### config.mk
export PLATFORM = sky130hd
export DESIGN_NAME = updown_counter_ext_flat
export DESIGN_NICKNAME = d
export VERILOG_FILES = /design/src/rtl/updown_counter_ext_pkg.sv /design/src/rtl/updown_counter_ext_if.sv /design/src/rtl/updown_counter_ext_next.sv /design/src/rtl/updown_counter_ext.sv /design/src/flat_wrapper.sv
export SDC_FILE = /design/constraint.sdc
export NUM_CORES = 1
export LEC_CHECK = 0
export ABC_AREA = 1
export CORE_MARGIN = 2
export CORE_UTILIZATION = 50
export CTS_CLUSTER_DIAMETER = 200
export DETAILED_ROUTE_END_ITERATION = 8
export MAX_ROUTING_LAYER = met4
export PLACE_DENSITY = 0.82
export SLEW_MARGIN = 10
export SYNTH_ARGS = -nofsm -noshare
export SYNTH_HDL_FRONTEND = slang
export SYNTH_SLANG_ARGS = --single-unit
### constraint.sdc
create_clock -name clk -period 3.05 [get_ports clk]
set_clock_uncertainty 0.05 [all_clocks]
set_input_delay 0.915 -clock clk [delete_from_list [all_inputs] [get_ports clk]]
set_output_delay 0.915 -clock clk [all_outputs]
set_load 0.05 [all_outputs]
### src/rtl/updown_counter_ext_pkg.sv
// Shared types for the up/down counter: direction, limit mode and pulse flags.
package updown_pkg;

    typedef enum logic {
        DIR_DOWN = 1'b0,
        DIR_UP   = 1'b1
    } dir_e;

    typedef enum logic {
        MODE_WRAP = 1'b0,
        MODE_SAT  = 1'b1
    } mode_e;

    typedef struct packed {
        logic ovf;
        logic unf;
    } counter_flags_t;

endpackage

### src/rtl/updown_counter_ext_if.sv
// Control and status bundle for the up/down counter.
// The master drives the controls; the slave (the counter) drives the status.
interface updown_counter_ext_if #(
    parameter int WIDTH  = 8,
    parameter int STEP_W = 4
);
    logic              en;
    logic              UpOrDown;
    logic [STEP_W-1:0] step;
    logic              sat_mode;
    logic              load;
    logic [WIDTH-1:0]  load_val;
    logic              clear;
    logic [WIDTH-1:0]  count;
    logic              ovf;
    logic              unf;
    logic              ovf_sticky;
    logic              unf_sticky;
    logic              tc;

    modport master (
        output en, UpOrDown, step, sat_mode, load, load_val, clear,
        input  count, ovf, unf, ovf_sticky, unf_sticky, tc
    );

    modport slave (
        input  en, UpOrDown, step, sat_mode, load, load_val, clear,
        output count, ovf, unf, ovf_sticky, unf_sticky, tc
    );
endinterface

### src/rtl/updown_counter_ext_next.sv
// Combinational step evaluator: computes the counter value after one
// enabled step, in either direction, wrapping or saturating at the bounds.
module updown_next
    import updown_pkg::*;
#(
    parameter int WIDTH   = 8,
    parameter int MAX_VAL = 2**WIDTH - 1,
    parameter int STEP_W  = 4
) (
    input  logic [WIDTH-1:0]  count_i,
    input  logic [STEP_W-1:0] step_i,
    input  dir_e              dir_i,
    input  mode_e             mode_i,
    output logic [WIDTH-1:0]  next_count_o,
    output counter_flags_t    flags_o
);

    // One spare bit above the wider operand so neither the sum nor the
    // wrapped down-count can overflow the working width.
    localparam int EXT_W = ((WIDTH > STEP_W) ? WIDTH : STEP_W) + 1;
    localparam logic [EXT_W-1:0] MAX_EXT = EXT_W'(MAX_VAL);
    localparam logic [EXT_W-1:0] MOD_EXT = EXT_W'(MAX_VAL + 1);

    logic [EXT_W-1:0] countExt;
    logic [EXT_W-1:0] stepExt;
    logic [EXT_W-1:0] sumExt;
    logic [EXT_W-1:0] result;

    assign countExt = EXT_W'(count_i);
    assign stepExt  = EXT_W'(step_i);
    assign sumExt   = countExt + stepExt;

    // Crossing a bound raises the matching flag even when saturation pins
    // the count, so a saturated counter sitting at a bound keeps pulsing.
    always_comb begin
        result  = countExt;
        flags_o = '0;
        if (dir_i == DIR_UP) begin
            if (sumExt > MAX_EXT) begin
                flags_o.ovf = 1'b1;
                result      = (mode_i == MODE_SAT) ? MAX_EXT : (sumExt - MOD_EXT);
            end else begin
                result = sumExt;
            end
        end else begin
            if (stepExt > countExt) begin
                flags_o.unf = 1'b1;
                result      = (mode_i == MODE_SAT) ? '0 : (countExt + MOD_EXT - stepExt);
            end else begin
                result = countExt - stepExt;
            end
        end
    end

    assign next_count_o = result[WIDTH-1:0];

endmodule

### src/rtl/updown_counter_ext.sv
// Parametrised up/down counter with load, clear, wrap/saturate and
// registered overflow/underflow pulses plus sticky flags.
module updown_counter_ext
    import updown_pkg::*;
#(
    parameter int WIDTH     = 8,
    parameter int MAX_VAL   = 2**WIDTH - 1,
    parameter int STEP_W    = 4,
    parameter int RESET_VAL = 0
) (
    input logic                clk,
    input logic                reset,
    updown_counter_ext_if.slave bus
);

    localparam logic [WIDTH-1:0] MAX_C = WIDTH'(MAX_VAL);
    localparam logic [WIDTH-1:0] RST_C = WIDTH'(RESET_VAL);

    logic [WIDTH-1:0] count_q, count_d;
    counter_flags_t   flags_q, flags_d;
    logic             ovf_sticky_q, ovf_sticky_d;
    logic             unf_sticky_q, unf_sticky_d;

    logic [WIDTH-1:0] stepCount;
    counter_flags_t   stepFlags;
    logic [WIDTH-1:0] loadClamped;
    logic             stepIllegal;

    updown_next #(
        .WIDTH   (WIDTH),
        .MAX_VAL (MAX_VAL),
        .STEP_W  (STEP_W)
    ) u_next (
        .count_i      (count_q),
        .step_i       (bus.step),
        .dir_i        (dir_e'(bus.UpOrDown)),
        .mode_i       (mode_e'(bus.sat_mode)),
        .next_count_o (stepCount),
        .flags_o      (stepFlags)
    );

    assign loadClamped = (bus.load_val > MAX_C) ? MAX_C : bus.load_val;

    // Priority mux: clear beats load beats counting; pulses only come from
    // an enabled step and feed the sticky flags in the same cycle.
    always_comb begin
        count_d      = count_q;
        flags_d      = '0;
        ovf_sticky_d = ovf_sticky_q;
        unf_sticky_d = unf_sticky_q;
        if (bus.clear) begin
            count_d      = RST_C;
            ovf_sticky_d = 1'b0;
            unf_sticky_d = 1'b0;
        end else if (bus.load) begin
            count_d = loadClamped;
        end else if (bus.en) begin
            count_d      = stepCount;
            flags_d      = stepFlags;
            ovf_sticky_d = ovf_sticky_q | stepFlags.ovf;
            unf_sticky_d = unf_sticky_q | stepFlags.unf;
        end
    end

    // State registers with synchronous active-low reset overriding all inputs.
    always_ff @(posedge clk) begin
        if (!reset) begin
            count_q      <= RST_C;
            flags_q      <= '0;
            ovf_sticky_q <= 1'b0;
            unf_sticky_q <= 1'b0;
        end else begin
            count_q      <= count_d;
            flags_q      <= flags_d;
            ovf_sticky_q <= ovf_sticky_d;
            unf_sticky_q <= unf_sticky_d;
        end
    end

    assign bus.count      = count_q;
    assign bus.ovf        = flags_q.ovf;
    assign bus.unf        = flags_q.unf;
    assign bus.ovf_sticky = ovf_sticky_q;
    assign bus.unf_sticky = unf_sticky_q;
    assign bus.tc         = (bus.UpOrDown && (count_q == MAX_C)) ||
                            (!bus.UpOrDown && (count_q == '0));

    // A step wider than the count range has no defined result.
    assign stepIllegal = bus.en && !bus.load && !bus.clear && (int'(bus.step) > MAX_VAL);

    a_step_legal: assert property (@(posedge clk) !(reset && stepIllegal));
    a_flags_excl: assert property (@(posedge clk) !(flags_q.ovf && flags_q.unf));

endmodule

### src/flat_wrapper.sv
// flat-port wrapper written by rule: the top's interface ports become plain ports
module updown_counter_ext_flat import updown_pkg::*;
#(
    parameter int WIDTH     = 8,
    parameter int MAX_VAL   = 2**WIDTH - 1,
    parameter int STEP_W    = 4,
    parameter int RESET_VAL = 0
)
  (clk, reset, bus_en, bus_UpOrDown, bus_step, bus_sat_mode, bus_load, bus_load_val, bus_clear, bus_count, bus_ovf, bus_unf, bus_ovf_sticky, bus_unf_sticky, bus_tc);
  updown_counter_ext_if #(.WIDTH(WIDTH), .STEP_W(STEP_W)) bus_i ();
  input logic clk;
  input logic reset;
  input wire logic [$bits(bus_i.en)-1:0] bus_en;
  input wire logic [$bits(bus_i.UpOrDown)-1:0] bus_UpOrDown;
  input wire logic [$bits(bus_i.step)-1:0] bus_step;
  input wire logic [$bits(bus_i.sat_mode)-1:0] bus_sat_mode;
  input wire logic [$bits(bus_i.load)-1:0] bus_load;
  input wire logic [$bits(bus_i.load_val)-1:0] bus_load_val;
  input wire logic [$bits(bus_i.clear)-1:0] bus_clear;
  output wire logic [$bits(bus_i.count)-1:0] bus_count;
  output wire logic [$bits(bus_i.ovf)-1:0] bus_ovf;
  output wire logic [$bits(bus_i.unf)-1:0] bus_unf;
  output wire logic [$bits(bus_i.ovf_sticky)-1:0] bus_ovf_sticky;
  output wire logic [$bits(bus_i.unf_sticky)-1:0] bus_unf_sticky;
  output wire logic [$bits(bus_i.tc)-1:0] bus_tc;
  assign bus_i.en = bus_en;
  assign bus_i.UpOrDown = bus_UpOrDown;
  assign bus_i.step = bus_step;
  assign bus_i.sat_mode = bus_sat_mode;
  assign bus_i.load = bus_load;
  assign bus_i.load_val = bus_load_val;
  assign bus_i.clear = bus_clear;
  assign bus_count = bus_i.count;
  assign bus_ovf = bus_i.ovf;
  assign bus_unf = bus_i.unf;
  assign bus_ovf_sticky = bus_i.ovf_sticky;
  assign bus_unf_sticky = bus_i.unf_sticky;
  assign bus_tc = bus_i.tc;
  updown_counter_ext #(.WIDTH(WIDTH), .MAX_VAL(MAX_VAL), .STEP_W(STEP_W), .RESET_VAL(RESET_VAL)) u_core (.clk(clk), .reset(reset), .bus(bus_i));
endmodule
==> flow_summary.ini, run 1 <==
[cells_and_area]
n_antenna_cell = 0
area_delta_synth_final_pct = 31.3
final_area_mm2 = 0.00161
final_cells = 249
layout-drive-gt1-share = 0.104
final_nets = 251

[place]
placed_cells = 245
gp_congestion = 0.837
hpwl_mm = 2.70
io_buffers = 31
place_area_mm2 = 0.00157
dpl_worst_slack_ps = 111

[floorplanning]
rows = 17
die_x_um = 53.5
top_level_ports = 32
die_area_mm2 = 0.00286
core_mm2 = 0.00228
start_util = 0.539
die-height_um = 53.5

[global_routing]
gr-total-overflow = 0
antenna_found_initial = 0
track_usage = 0.270
grt_pass1_vias = 1313
grt_max_degree = 12
grt_pass1_wl_mm = 5.57

[sta]
setup_ws_ps = 133
setup-tns-final_ps = 0
fin_crit_ps = 2920
slew_headroom = 0.658
drv_slew = 0
hold_viol = 0
worst_slew_pin_slew_ps = 511
finalCritPeriodShare = 0.957
rsz0062_at_grt = false
achievable-frequency_mhz = 343
holdWs_ps = 409
setup_viol = 0

[run]
max_cap_violations = 0

[detailed_routing]
dr.first_iter.drc_count = 37
viasPerCell = 5.53
dr.pass1.iters = 4
drt-wirelength-per-cell_um = 13.0
wl_mm = 3.23
num_vias = 1376
antenna_left = 0
drc = 0

[worst_hold_path]
hold_depth = 1
min_to = u_core.bus.unf_sticky$_SDFFE_PP0P_
hp-class = flip-flop to flip-flop
hold_start = u_core.bus.unf_sticky$_SDFFE_PP0P_

[synth]
synth_cells = 189
synth_edf_count = 0
avgSynthCellArea_um2 = 6.49
ys.flop_type = dfxtp_1
syn_nets = 218
netlist-cell-type-count = 30
synth_area_mm2 = 0.00123
ys.warnings.count = 0
synth-seq-cells = 12
synth-async-reset-ratio = 0
yosysSeqAreaShare = 0.196

[cts]
cts_tree = yes
clkLatencyLatePin_ps = 270
post_cts_buffers = 0
numCtsBuffers = 3
hold_buffers = 0
clk_pin_slew_ps = 70
cts_buffer_depth = 2
cts_sinks = 12
cts_root_buffer = clkbuf_4
post_cts_resized = 0
cts_max_level = 1

[critical_path]
crit_fanout = 3
crit_path_start = bus_UpOrDown
required_ps = 2080
rr_startpoint = u_core.bus.count[0]$_SDFFE_PP0P_
path_class = input pin to primary output
crit_path_end_kind = primary output
critPathArrivalTime_ps = 1950
worst_setup_path_start_kind = input pin
ff2ff_path_depth = 12
reg2reg_slack_ps = 970
r2r_end = u_core.bus.count[2]$_SDFFE_PP0P_

[outcome]
status = complete, no violations

[power]
cellPowerDensity_mw_per_mm2 = 304
ir_drop_v = 0.000358
leakagePower_nw = 0.782
[layout make-up]
cell class | instances | area (um2)
tap | 28 | 35.0
inverter | 28 | 105
timing repair buffer | 33 | 335
sequential | 12 | 240
fill | 191 | 666
clock buffer | 4 | 36.3
multi-input combinational | 144 | 858
[critical path, cell delays in order]
cell and delay [ps]:
clkdlybuf4s50_1 520, nand4_1 130, o32ai_2 200, buf_12 180
[registers in the layout, summed over array words and instances (netlist names)]
register,cells
u_core.bus.ovf_sticky,1
u_core.bus.ovf,1
u_core.bus.unf,1
u_core.bus.unf_sticky,1
u_core.bus.count,8
[cell usage in the layout, fill, tap and decap left out]
cell type         n
a21o_1            2
a21oi_1           7
a21oi_2           2
a21oi_4           1
a22oi_1           5
buf_12            1
buf_4             2
clkbuf_4          3
clkbuf_8          1
clkdlybuf4s50_1  30
dfxtp_1          12
fa_1              2
ha_1              8
inv_1            26
inv_2             2
nand2_1          48
nand2_2           2
nand3_1          29
nand3_2           1
nand4_1           5
nand4_2           1
nor2_1           14
nor2_2            1
nor2_4            2
nor2_8            1
nor3_1            2
nor3_4            1
nor4_2            1
o21ai_0           2
o21ai_1           3
o32ai_2           1
or2_1             1
xor2_1            2
[synthesized netlist by cell type (3+ instances only)]
master,count,area share
nand4_1,5,0.026
dfxtp_1,12,0.20
a21oi_1,7,0.029
buf_2,3,0.012
nor2_1,14,0.043
ha_1,8,0.082
nand3_1,29,0.12
nand2_1,48,0.15
inv_1,26,0.080
a22oi_1,5,0.031
o21ai_1,3,0.012
[per-layer routing]
layer | vias to the layer above | track usage | wire, um
met3 | 4 | 0.0480 | 188
met2 | 54 | 0.451 | 1580
li1 | 684 | - | -
met1 | 634 | 0.338 | 1420
met4 | 0 | 0.0641 | 33
met5 | - | - | 0
[stage by stage]
stage / total power [mW] / utilization
floorplan: 0.300 / -
global placement: 0.363 / 0.692
detailed placement: 0.366 / 0.692
CTS: 0.491 / 0.708
global route: 0.522 / 0.708
finish: 0.489 / 0.708
[power breakdown]
part / internal [mW] / switching, mW / leakage, nW / total [mW]
Combinational: 0.0800 / 0.111 / 0.663 / 0.191
Clock: 0.0725 / 0.0534 / 0.0210 / 0.126
Sequential: 0.162 / 0.0103 / 0.0976 / 0.172
[how the worst max path moves through the flow]
stage	cells past startpoint	slack, ps	endpoint
floorplan	2	240	bus_tc
global placement	4	170	bus_tc
detailed placement	12	110	u_core.bus.count[2]$_SDFFE_PP0P_
CTS	4	120	bus_tc
global route	4	70	bus_tc
finish	4	130	bus_tc
[logic make-up (layout without fill, tap and decap cells)]
kind of cell,count (synthesis),count (layout),synth area share
compound gates,23,23,0.127
xor+xnor,2,2,0.0143
fa+ha+maj,10,10,0.114
buf+inv,33,65,0.110
flops,12,12,0.196
simple gates,109,109,0.439
No activity file was read; power rests on OpenSTA's default activity.
==> run 2, diff against run 1 <==
--- a/config.mk
+++ b/config.mk
@@ -10,6 +10,7 @@
 export CORE_UTILIZATION = 50
 export CTS_CLUSTER_DIAMETER = 200
 export DETAILED_ROUTE_END_ITERATION = 8
+export GPL_TIMING_DRIVEN = 0
 export MAX_ROUTING_LAYER = met4
 export PLACE_DENSITY = 0.82
 export SLEW_MARGIN = 10
==> flow_summary.ini, run 2 (same netlist as run 1, synthesis figures left out) <==
[global_routing]
grt_pass1_vias = 1199
grt_max_degree = 11
grt_pass1_wl_mm = 5.22
gr-total-overflow = 0
track_usage = 0.252
antenna_found_initial = 0

[cts]
clk_pin_slew_ps = 70
cts_sinks = 12
cts_root_buffer = clkbuf_4
hold_buffers = 0
post_cts_resized = 8
cts_tree = yes
post_cts_buffers = 0
clkLatencyLatePin_ps = 270
cts_buffer_depth = 2
numCtsBuffers = 3
cts_max_level = 1

[detailed_routing]
wl_mm = 3.17
dr.first_iter.drc_count = 52
dr.pass1.iters = 4
num_vias = 1351
drc = 0
antenna_left = 0
viasPerCell = 5.38
drt-wirelength-per-cell_um = 12.6

[critical_path]
crit_path_end_kind = primary output
worst_setup_path_start_kind = input pin
critPathArrivalTime_ps = 1820
required_ps = 2080
path_class = input pin to primary output
crit_path_start = bus_UpOrDown
crit_fanout = 10
rr_startpoint = u_core.bus.count[0]$_SDFFE_PP0P_

[floorplanning]
top_level_ports = 32
core_mm2 = 0.00228
rows = 17
start_util = 0.539
die_area_mm2 = 0.00286
die-height_um = 53.5
die_x_um = 53.5

[cells_and_area]
final_cell_mix = 48 x nand2_1, 29 x nand3_1, 28 x clkdlybuf4s50_1
final_cells = 251
largest_reg_flops = 8
final_common_cell = nand2_1
area.sequential_um2 = 240
n_antenna_cell = 0
final_nets = 253
area_delta_synth_final_pct = 30.5
multiInputGateArea_um2 = 858
layout-drive-gt1-share = 0.121
nFillCells = 190

[sta]
slew_headroom = 0.662
finalCritPeriodShare = 0.912
achievable-frequency_mhz = 359
holdWs_ps = 429
hold_viol = 0
fin_crit_ps = 2780
setup_viol = 0
worst_slew_pin_slew_ps = 505
drv_slew = 0
rsz0062_at_grt = false

[place]
hpwl_mm = 2.63
gp_congestion = 0.845
placed_cells = 247
io_buffers = 30

[power]
cellPowerDensity_mw_per_mm2 = 301
power_mw = 0.482
leakagePower_nw = 0.788
ir_drop_v = 0.000451

[run]
max_cap_violations = 0

[worst_hold_path]
hp-class = flip-flop to flip-flop
hold_start = u_core.bus.unf_sticky$_SDFFE_PP0P_

[outcome]
status = complete, no violations
## run 2: critical path: stages
cell      delay, ps
clkbuf_2        180
buf_4           220
nand4_1         120
o32ai_2         140
buf_4           230
## run 2: routing by layer
layer	GRT usage	up-vias	wire length (um)
met5	-	-	0
met1	0.319	617	1420
met2	0.440	44	1580
li1	-	690	-
met4	0.00855	0	0
met3	0.0424	0	170
## run 2: stage by stage
step / util / area (um2) / TNS (ps) / worst slack (ps)
3_5_place_dp: 0.689 / 1570 / -891 / -891
5_1_grt: 0.703 / 1600 / 0 / 182
6_report: 0.703 / 1600 / 0 / 268
2_1_floorplan: - / 1230 / 0 / 237
3_3_place_gp: 0.689 / 1570 / -865 / -865
4_1_cts: 0.705 / 1600 / 0 / 35.7
## run 2: final cells by class
cell class,instances,area share
clock buffers,4,0.0227
plain buffers,5,0.0203
multi-input cells,144,0.536
inverters,28,0.0657
flip-flops and latches,12,0.150
well taps,28,0.0219
repair buffers,30,0.183
## run 2: worst paths after layout
path	end	slack, ps	cells after the start
setup / recovery	bus_tc	270	5
hold / removal	u_core.bus.unf_sticky$_SDFFE_PP0P_	430	1
setup reg to reg	u_core.bus.count[5]$_SDFFE_PP0P_	890	12
hold reg to reg	u_core.bus.unf_sticky$_SDFFE_PP0P_	430	1
## run 2: power by group
part | leakage, nW | total, mW | internal, mW | switching, mW
Sequential | 0.0976 | 0.169 | 0.162 | 0.00754
Clock | 0.0210 | 0.123 | 0.0725 | 0.0509
Combinational | 0.670 | 0.189 | 0.0756 | 0.114
Total | 0.788 | 0.482 | 0.310 | 0.172
==> run 3, diff against run 2 <==
--- a/config.mk
+++ b/config.mk
@@ -6,7 +6,6 @@
 export NUM_CORES = 1
 export LEC_CHECK = 0
 export ABC_AREA = 1
-export CORE_MARGIN = 2
 export CORE_UTILIZATION = 50
 export CTS_CLUSTER_DIAMETER = 200
 export DETAILED_ROUTE_END_ITERATION = 8
==> flow_summary.ini, run 3 (same netlist as run 1, synthesis figures left out) <==
[worst_hold_path]
hp-class = flip-flop to flip-flop

[sta]
slew_headroom = 0.663
rsz0062_at_grt = false
fin_crit_ps = 2770
setup_viol = 0
finalCritPeriodShare = 0.908
hold_viol = 0
achievable-frequency_mhz = 361
worst_slew_pin_slew_ps = 504
drv_slew = 0

[cells_and_area]
area_delta_synth_final_pct = 29.4
n_antenna_cell = 0
layout-drive-gt1-share = 0.117
final_nets = 253
final_util = 0.704
nFillCells = 198
largest_reg_flops = 8
final_common_cell = nand2_1
final_cell_mix = 48 x nand2_1, 29 x nand3_1, 28 x clkdlybuf4s50_1

[cts]
cts_max_level = 1
numCtsBuffers = 3
cts_tree = yes
clkLatencyLatePin_ps = 260
cts_root_buffer = clkbuf_4
cts_sinks = 12
cts_buffer_depth = 2
clk_pin_slew_ps = 70

[detailed_routing]
antenna_left = 0
drc = 0
num_vias = 1369
viasPerCell = 5.48
dr.pass1.iters = 4
dr.first_iter.drc_count = 45
drt-wirelength-per-cell_um = 13.1
wl_mm = 3.27

[critical_path]
crit_path_end_kind = primary output
critPathArrivalTime_ps = 1810
path_class = input pin to primary output
worst_setup_path_start_kind = input pin
worst_path_max_delay_cell = buf_4
crit_fanout = 10
path_cells = clkbuf_2 > buf_4 > nand4_1 > o32ai_2 > buf_4
required_ps = 2080
critical-path-max-stage-delay_ps = 230
crit_top_cell = buf_4

[global_routing]
gr-total-overflow = 0
grt_max_degree = 11
antenna_found_initial = 0
track_usage = 0.271
grt_pass1_vias = 1261
grt_pass1_wl_mm = 5.36

[floorplanning]
die_x_um = 51.5
top_level_ports = 32
start_util = 0.544
die-height_um = 51.5
die_area_mm2 = 0.00265
core_mm2 = 0.00225
rows = 17

[power]
leakagePower_nw = 0.781
power_mw = 0.454
cellPowerDensity_mw_per_mm2 = 286
ir_drop_v = 0.000361

[place]
io_buffers = 30
hpwl_mm = 2.68
gp_congestion = 0.855

[run]
max_cap_violations = 0

[outcome]
status = complete, no violations
[run 3: power by group]
group | leakage (nW) | switching (mW) | internal (mW)
Sequential | 0.0976 | 0.00765 | 0.162
Combinational | 0.670 | 0.115 | 0.0760
Clock | 0.0138 | 0.0480 | 0.0456
[run 3: worst paths after layout]
| path | end | startpoint | cells past startpoint | slack (ps) |
|---|---|---|---|---|
| max | bus_tc | bus_UpOrDown | 5 | 280 |
| min | u_core.bus.unf_sticky$_SDFFE_PP0P_ | u_core.bus.unf_sticky$_SDFFE_PP0P_ | 1 | 410 |
| max reg2reg | u_core.bus.count[5]$_SDFFE_PP0P_ | u_core.bus.count[0]$_SDFFE_PP0P_ | 12 | 900 |
| min reg2reg | u_core.bus.unf_sticky$_SDFFE_PP0P_ | u_core.bus.unf_sticky$_SDFFE_PP0P_ | 1 | 410 |
[run 3: stage by stage]
step	cell area, um2	std cells	setup slack, ps	hold slack, ps	setup TNS, ps
3_3_place_gp	1570	247	-872	384	-872
2_1_floorplan	1230	189	237	673	0
6_report	1590	250	279	413	0
4_1_cts	1590	250	41.7	415	0
5_1_grt	1590	250	198	442	0
3_5_place_dp	1570	247	-881	399	-881
[run 3: cell type report]
class / count / area, um2 / share of cell area
buffer: 5 / 32.5 / 0.0205
inverter: 28 / 105 / 0.0662
sequential: 12 / 240 / 0.151
tap: 28 / 35.0 / 0.0221
clock buffer: 3 / 22.5 / 0.0142
multi-input combinational: 144 / 858 / 0.541
timing repair buffer: 30 / 293 / 0.185
[run 3: worst max-delay path, delay by kind of cell]
family / cells / cell delay (ps)
simple gates: 1 / 120
buf+inv: 3 / 620
compound gates: 1 / 140
[run 3: repair_timing]
item	CTS	global route
hold buffers	0	0
setup buffers	0	0
resized for setup	8	2
endpoints found under the hold margin	0	0
pin swaps	0	0
endpoints found under the setup margin	1	1
[run 3: layer usage]
layer,global-route usage,wire (um)
met5,-,0
met4,0.0180,0
met3,0.0556,182
met2,0.463,1630
met1,0.345,1460
